==> config.mk <==
export PLATFORM = sky130hd
export DESIGN_NAME = pc_gen_unit
export DESIGN_NICKNAME = d
export VERILOG_FILES = /design/src/rtl/pc_gen_pkg.sv /design/src/rtl/pc_gen_unit_adder.sv /design/src/rtl/pc_gen_unit.sv
export SDC_FILE = /design/constraint.sdc
export NUM_CORES = 1
export LEC_CHECK = 0
export ABC_AREA = 1
export CAP_MARGIN = 20
export CORE_UTILIZATION = 40
export CTS_CLUSTER_SIZE = 16
export DETAILED_ROUTE_END_ITERATION = 6
export PLACE_DENSITY = 0.75
export SYNTH_ARGS = -nofsm -noshare
export SYNTH_HDL_FRONTEND = slang
export SYNTH_HIERARCHICAL = 1
export SYNTH_SLANG_ARGS = --single-unit
==> constraint.sdc <==
create_clock -name clk -period 1.55 [get_ports clk]
set_input_delay 0.31 -clock clk [delete_from_list [all_inputs] [get_ports clk]]
set_output_delay 0.31 -clock clk [all_outputs]
set_load 0.02 [all_outputs]
==> src/rtl/pc_gen_pkg.sv <==
// Shared types, default vectors and helpers for the fetch PC generator.
package pc_gen_pkg;

  typedef enum logic [1:0] {
    BOOT = 2'd0,
    RUN  = 2'd1,
    HALT = 2'd2
  } pcg_state_t;

  localparam logic [31:0] DefResetVector = 32'h0000_0000;
  localparam logic [31:0] DefTrapVector  = 32'h0000_0100;

  // True when addr is a multiple of ialign (ialign must be a power of two).
  function automatic logic is_aligned(input logic [63:0] addr, input int unsigned ialign);
    logic [63:0] mask;
    mask = 64'(ialign) - 64'd1;
    return (addr & mask) == 64'd0;
  endfunction

endpackage

==> src/rtl/pc_gen_unit_adder.sv <==
// Kogge-Stone carry-lookahead adder computing a_i + INC with carry-out.
module pc_inc_adder #(
  parameter int unsigned WIDTH = 32,
  parameter int unsigned INC   = 4
) (
  input  logic [WIDTH-1:0] a_i,
  output logic [WIDTH-1:0] sum_o,
  output logic             cout_o
);

  localparam logic [WIDTH-1:0] IncOp = WIDTH'(INC);

  logic [WIDTH-1:0] gen;
  logic [WIDTH-1:0] prop;
  logic [WIDTH-1:0] grp_g;
  logic [WIDTH-1:0] grp_p;

  // Parallel-prefix carry tree; after the loop grp_g[i] is the generate of bits [i:0].
  always_comb begin
    gen   = a_i & IncOp;
    prop  = a_i ^ IncOp;
    grp_g = gen;
    grp_p = prop;
    for (int unsigned d = 1; d < WIDTH; d = d << 1) begin
      // Descending order lets the span double in place without a second buffer.
      for (int unsigned i = WIDTH - 1; i >= d; i--) begin
        grp_g[i] = grp_g[i] | (grp_p[i] & grp_g[i-d]);
        grp_p[i] = grp_p[i] & grp_p[i-d];
      end
    end
  end

  assign sum_o  = prop ^ {grp_g[WIDTH-2:0], 1'b0};
  assign cout_o = grp_g[WIDTH-1];

endmodule

==> src/rtl/pc_gen_unit.sv <==
// Fetch program-counter generator: BOOT/RUN/HALT control, redirects with
// alignment trapping, sequential advance with wrap detection, advance counter.
module pc_gen_unit
  import pc_gen_pkg::*;
#(
  parameter int unsigned      WIDTH        = 32,
  parameter int unsigned      INC          = 4,
  parameter int unsigned      IALIGN       = 4,
  parameter logic [WIDTH-1:0] RESET_VECTOR = WIDTH'(DefResetVector),
  parameter logic [WIDTH-1:0] TRAP_VECTOR  = WIDTH'(DefTrapVector),
  parameter int unsigned      CNT_WIDTH    = 16
) (
  input  logic                 clk,
  input  logic                 rst,
  input  logic                 stall,
  input  logic                 redirect_valid,
  input  logic [WIDTH-1:0]     redirect_target,
  input  logic                 halt_req,
  input  logic                 resume,
  output logic [WIDTH-1:0]     pc,
  output logic                 pc_valid,
  output logic [WIDTH-1:0]     pc_plus_inc,
  output logic                 misalign_err,
  output logic                 wrap_flag,
  output logic                 halted,
  output logic [CNT_WIDTH-1:0] fetch_count
);

  pcg_state_t           state_q, state_d;
  logic [WIDTH-1:0]     pc_q, pc_d;
  logic [CNT_WIDTH-1:0] cnt_q, cnt_d;
  logic                 misalign_q, misalign_d;
  logic                 wrap_q, wrap_d;

  logic [WIDTH-1:0] seq_pc;
  logic             seq_cout;
  logic             target_ok;

  pc_inc_adder #(
    .WIDTH (WIDTH),
    .INC   (INC)
  ) u_adder (
    .a_i    (pc_q),
    .sum_o  (seq_pc),
    .cout_o (seq_cout)
  );

  assign target_ok = is_aligned(64'(redirect_target), IALIGN);

  // Next-state logic: redirect > stall > sequential advance; halt_req applies on top.
  always_comb begin
    state_d    = state_q;
    pc_d       = pc_q;
    cnt_d      = cnt_q;
    misalign_d = 1'b0;
    wrap_d     = 1'b0;
    case (state_q)
      BOOT: begin
        state_d = RUN;
      end
      RUN: begin
        if (redirect_valid) begin
          pc_d       = target_ok ? redirect_target : TRAP_VECTOR;
          misalign_d = ~target_ok;
          cnt_d      = cnt_q + CNT_WIDTH'(1);
        end else if (!stall) begin
          pc_d   = seq_pc;
          wrap_d = seq_cout;
          cnt_d  = cnt_q + CNT_WIDTH'(1);
        end
        if (halt_req) begin
          state_d = HALT;
        end
      end
      HALT: begin
        // Redirects still land while halted but are not counted as fetch advances.
        if (redirect_valid) begin
          pc_d       = target_ok ? redirect_target : TRAP_VECTOR;
          misalign_d = ~target_ok;
        end
        if (resume) begin
          state_d = RUN;
        end
      end
      default: begin
        state_d = BOOT;
      end
    endcase
  end

  // State registers with asynchronous reset.
  always_ff @(posedge clk or posedge rst) begin
    if (rst) begin
      state_q    <= BOOT;
      pc_q       <= RESET_VECTOR;
      cnt_q      <= '0;
      misalign_q <= 1'b0;
      wrap_q     <= 1'b0;
    end else begin
      state_q    <= state_d;
      pc_q       <= pc_d;
      cnt_q      <= cnt_d;
      misalign_q <= misalign_d;
      wrap_q     <= wrap_d;
    end
  end

  assign pc           = pc_q;
  assign pc_plus_inc  = seq_pc;
  assign pc_valid     = (state_q == RUN);
  assign halted       = (state_q == HALT);
  assign misalign_err = misalign_q;
  assign wrap_flag    = wrap_q;
  assign fetch_count  = cnt_q;

endmodule

* After elaboration in Yosys (flattened, before gate mapping)
Index checks and enable logic that the tools add are counted.
Operators by class: multiplexer cells 15, add/subtract/negate cells 1, shifts and indexed selects 0, equal/unequal tests 7, reduce and logical (&&, ||, !) cells 7, $mul 0, bitwise operators 122, divide/modulo/power cells 0, order comparisons 0
Operators by type and width (number):
- two-way mux 32 bit | 4
- bitwise AND 1 bit | 119
- zero test 64 bit | 1
- one-hot mux 32 bit (2 select lines) | 1
- two-way mux 16 bit | 2
- bitwise XOR 32 bit | 1
- adder 16 x 1 -> 16 bit (second input constant) | 1
- != test 2 bit (second input constant) | 3
- one-hot mux 2 bit (3 select lines) | 1
- two-way mux 1 bit | 5
- two-way mux 2 bit | 2
- AND reduction 2 bit | 2
- != test 3 bit (second input constant) | 1
- AND reduction 3 bit | 1
- equality test 2 x 1 -> 1 bit (second input constant) | 1
- equality test 2 bit (second input constant) | 1
- zero test 2 bit | 1
- != test 2 x 1 -> 1 bit (second input constant) | 1
- NOT 1 bit | 2
- nonzero test 2 bit | 1
- OR reduction 2 bit | 1
Storage, ports and cells: output and inout bits 84, logic and storage cells 157, ROM bits 0, memory bits (writable) 0, memories 0, bits in registers 52, latch bits 0

* Longest topological paths before layout
word-level depth 9, mapped depth 10

* By module
The synthesis kept the hierarchy.
By module, submodules not included:
- pc_gen_unit | instances 1, area an instance 2567.5 µm², cells each 312
- pc_inc_adder | instances 1, area an instance 857.1 µm², cells each 178

* Worst setup path after synthesis
OpenSTA, ideal clock, no wires.
path type reg-to-reg, start register pc_q[3] (netlist: pc[3]), end register pc_q[18] (netlist: pc[18]), data arrival time 1839 ps, cell stages (with the launch flop) 9, setup slack -362 ps, period minus slack after synthesis 1912 ps, buffers on the path 0, setup time 73 ps, data required time 1477 ps, path through dfrtp_1 > ha_1 > nand2_1 > nor2_2 > nand2_2 > nor2_4 > xor2_1 > a21oi_1 > a21oi_2
On the way: longest elaborated chain between the ends 8
Ends and longest elaborated chain:
- start, declared | line pc_gen_unit.sv:30 | logic [WIDTH-1:0] pc_q, pc_d;
- start signal, assigned | line pc_gen_unit.sv:101 | pc_q <= pc_d;
- bitwise AND 1 bit (4 in a row) | line pc_gen_unit_adder.sv:27 | grp_g[i] = grp_g[i] | (grp_p[i] & grp_g[i-d]);
- bitwise XOR 32 bit | line pc_gen_unit_adder.sv:33 | assign sum_o = prop ^ {grp_g[WIDTH-2:0], 1'b0};
- via pc_plus_inc[18] | line pc_gen_unit.sv:22 | output logic [WIDTH-1:0] pc_plus_inc,
- two-way mux 32 bit | line pc_gen_unit.sv:66 | end else if (!stall) begin
- two-way mux 32 bit | line pc_gen_unit.sv:62 | if (redirect_valid) begin
- one-hot mux 32 bit (2 select lines) | line pc_gen_unit.sv:57 | case (state_q)
The timed path passes the listed nets, and every way through them passes these cells. The select of a mux whose other input is x is not followed. A chain may end at the register's enable or synchronous reset.

* Worst setup path in the final report
start register pc_q[2] (netlist: pc[2]), end output port pc_plus_inc[12]
On the way: longest elaborated chain between the ends 3
Ends and longest elaborated chain (line):
- bitwise AND 1 bit (2 in a row) | pc_gen_unit_adder.sv:27
- bitwise XOR 32 bit | pc_gen_unit_adder.sv:33
- end, declared | pc_gen_unit.sv:22
No other way between the ends.

==> out/results.txt <==
Synth Warn # -> 6
Count of final setup violators -> 62
Mapped Area -> 0.00342 mm^2
GRT overflow -> 0
WL met1 -> 6.12 mm
DP Worst Slack -> -0.644 ns
Top_reg_cell synth -> dfrtp_1
Post-synth top cells -> nand2_1 (155), nor2_1 (78), dfrtp_1 (52)
Clock sinks -> 52
Maxcap violations -> 0
Fmax -> 0.442 GHz
Number of global-route vias before repair -> 4190
Cells after Synth -> 490
Dominant cells by area after synthesis -> dfrtp_1 (38%), nand2_1 (17%), nor2_1 (8.5%)
First-pass GRT wire length -> 19.5 mm
Most frequent cell after synthesis -> nand2_1
Worst Path Arrival -> 1.95 ns
Reg clk slew, reported paths -> 0.12 ns
H-tree levels -> 2
Max Root-Sink Buffers -> 2
Post-DRT Antenna Nets -> 0
Via-per-instance ratio -> 5.55
WP data required -> 1.24 ns
IO Count -> 122
Nets -> 787
Top Layer Used -> met4
Syn Area/Cell -> 6.99 um^2
PD cells -> 2200 mW/mm^2
DIE AREA -> 0.00893 mm^2
Initial antenna violation count -> 0
DR pass1 iterations -> 6
Worst-Skew Late Latency -> 0.33 ns
CTS tree -> built
Hold WC Path Type -> primary input to asynchronous set/reset pin
Yosys top cell area share -> 38.0%
Netlist cell types -> 27
Post-DP HPWL -> 8.44 mm
Status -> finished, violations left
Met3 wire len -> 1.05 mm
CP Launch Type -> flop
Initial Util -> 41.5%
Worst setup margin -> -0.710 ns
Relative slew margins -> 70.4%
Violated checks -> setup timing
Die width -> 94.5 um
Period utilization -> 146%
Row count -> 33
Maximum vdd ir drop -> 0.00186 V
DRC -> 0
Seq cells post-synth -> 52
Routed wl met2 -> 8.17 mm
Initial DRC Count -> 382
Leakage -> 3.14 nW
Avg WL per Cell -> 19.1 um
R2r setup slk -> -0.35 ns
Area leader, netlist -> dfrtp_1
Seq/Total Area, Yosys -> 38.0%
Synth async-reset ratio -> 100%
Worst-margin pin slew -> 0.440 ns
CP Capture Type -> output port
Final hold vios -> 0
Cts bufs inserted -> 5
Die H -> 94.5 um
Post-synth EDFFs -> 0
RSZ-0062 raised after global routing -> yes
Syn nets -> 534
DRT Wirelength -> 16.2 mm
Vias -> 4713
Setup CP Type -> flop to output port
Clock skew -> 0.0216 ns
Area Overhead vs Synth -> 101%
GPL Wtd Cong -> 0.895
Fin Hold WS -> 0.400 ns
Crit path max fanout -> 3
Share of layout cells above drive strength 1 -> 49.3%
Root buf cell -> clkbuf_8
Ant diodes -> 0
IO buf count -> 121
GRT Overall Usage -> 27.9%
Floorplan core area -> 0.00826 mm^2
Post-route minimum period -> 2.26 ns
Final Max Tran Viols -> 0
Largest net degree at the start of global routing -> 53
## stage by stage
stage / cell area, um^2 / cells / TNS (ns) / total power, mW / util, %
6_report: 6890 / 849 / -19.02 / 15.2 / 83.4
5_1_grt: 6890 / 849 / -21.88 / 15.8 / 83.4
4_1_cts: 6140 / 835 / -12.94 / 12.4 / 74.4
3_5_place_dp: 5700 / 799 / -25.12 / 10.9 / 69.0
3_3_place_gp: 5700 / 799 / -22.94 / 10.8 / 69.0
2_1_floorplan: 3620 / 490 / -1.99 / 6.54 / -
## report_power, final
part	total (mW)	switching [mW]	internal [mW]
Clock	1.03	0.499	0.529
Sequential	2.55	0.612	1.94
Combinational	11.6	6.10	5.51
Total	15.2	7.21	7.98
## cells in the final DEF (no fill, tap or decap), types with 10 or more instances in the layout
cell type        instances
nand2_1                122
nor2_2                  19
inv_1                   28
buf_6                   50
a21oi_1                 10
dlygate4sd2_1           39
nor2_4                  21
dfrtp_2                 16
clkdlybuf4s50_1         36
dfrtp_1                 36
nand3_1                 17
nor2_1                  48
a21oi_2                 40
nand2_2                 34
buf_4                  110
## area by class of cell
type                            instances  area [um^2]
Clock buffer                            6         82.6
Tap cell                              105          131
Timing Repair Buffer                  260         2470
Sequential cell                        52         1320
Multi-Input combinational cell        385         2670
Fill cell                             447         1370
Inverter                               39          170
Clock inverter                          2         38.8
## worst max-delay path, cell delays in order (launching register included)
cell	delay, ns
dfrtp_2	0.44
ha_4	0.18
nand3_1	0.15
nor2_2	0.20
nand2_2	0.15
xnor2_2	0.30
buf_4	0.21
## state kept, by name, summed over array words and instances (netlist names)
register and flops:
wrap_flag 1, state_q 2, fetch_count 16, misalign_err 1, pc 32
## path summary, 6_finish.rpt
kind | from | end | depth (start not counted)
max in group asynchronous | rst | pc[14] | 3
min in group clk | redirect_valid | wrap_flag | 2
max | pc[2] | pc_plus_inc[12] | 6
max reg2reg | pc[2] | pc[27] | 13
min | rst | pc[29] | 3
min reg2reg | fetch_count[13] | fetch_count[13] | 2
## metal layers
layer,vias to the layer above,global-route usage (%)
met1,2259,34.7
met3,97,3.38
li1,2048,-
met2,309,50.2
met4,0,8.96
met5,-,0
## logic make-up after synthesis
group,share of synthesized area [%]
fa+ha+maj,2.19
compound gates,11.2
simple gates,35.5
xor+xnor,6.14
buf+inv,6.61
flops,38.0
mux,0.329
## timing repair
item | 4_1_cts | 5_1_grt
setup buffers | 31 | 9
pin swaps | 40 | 35
gates cloned | 0 | 7
gates resized for setup | 305 | 143
endpoints found under the setup margin | 105 | 75
hold buffers | 0 | 0
Note: power is estimated with default switching activity, not from simulation.
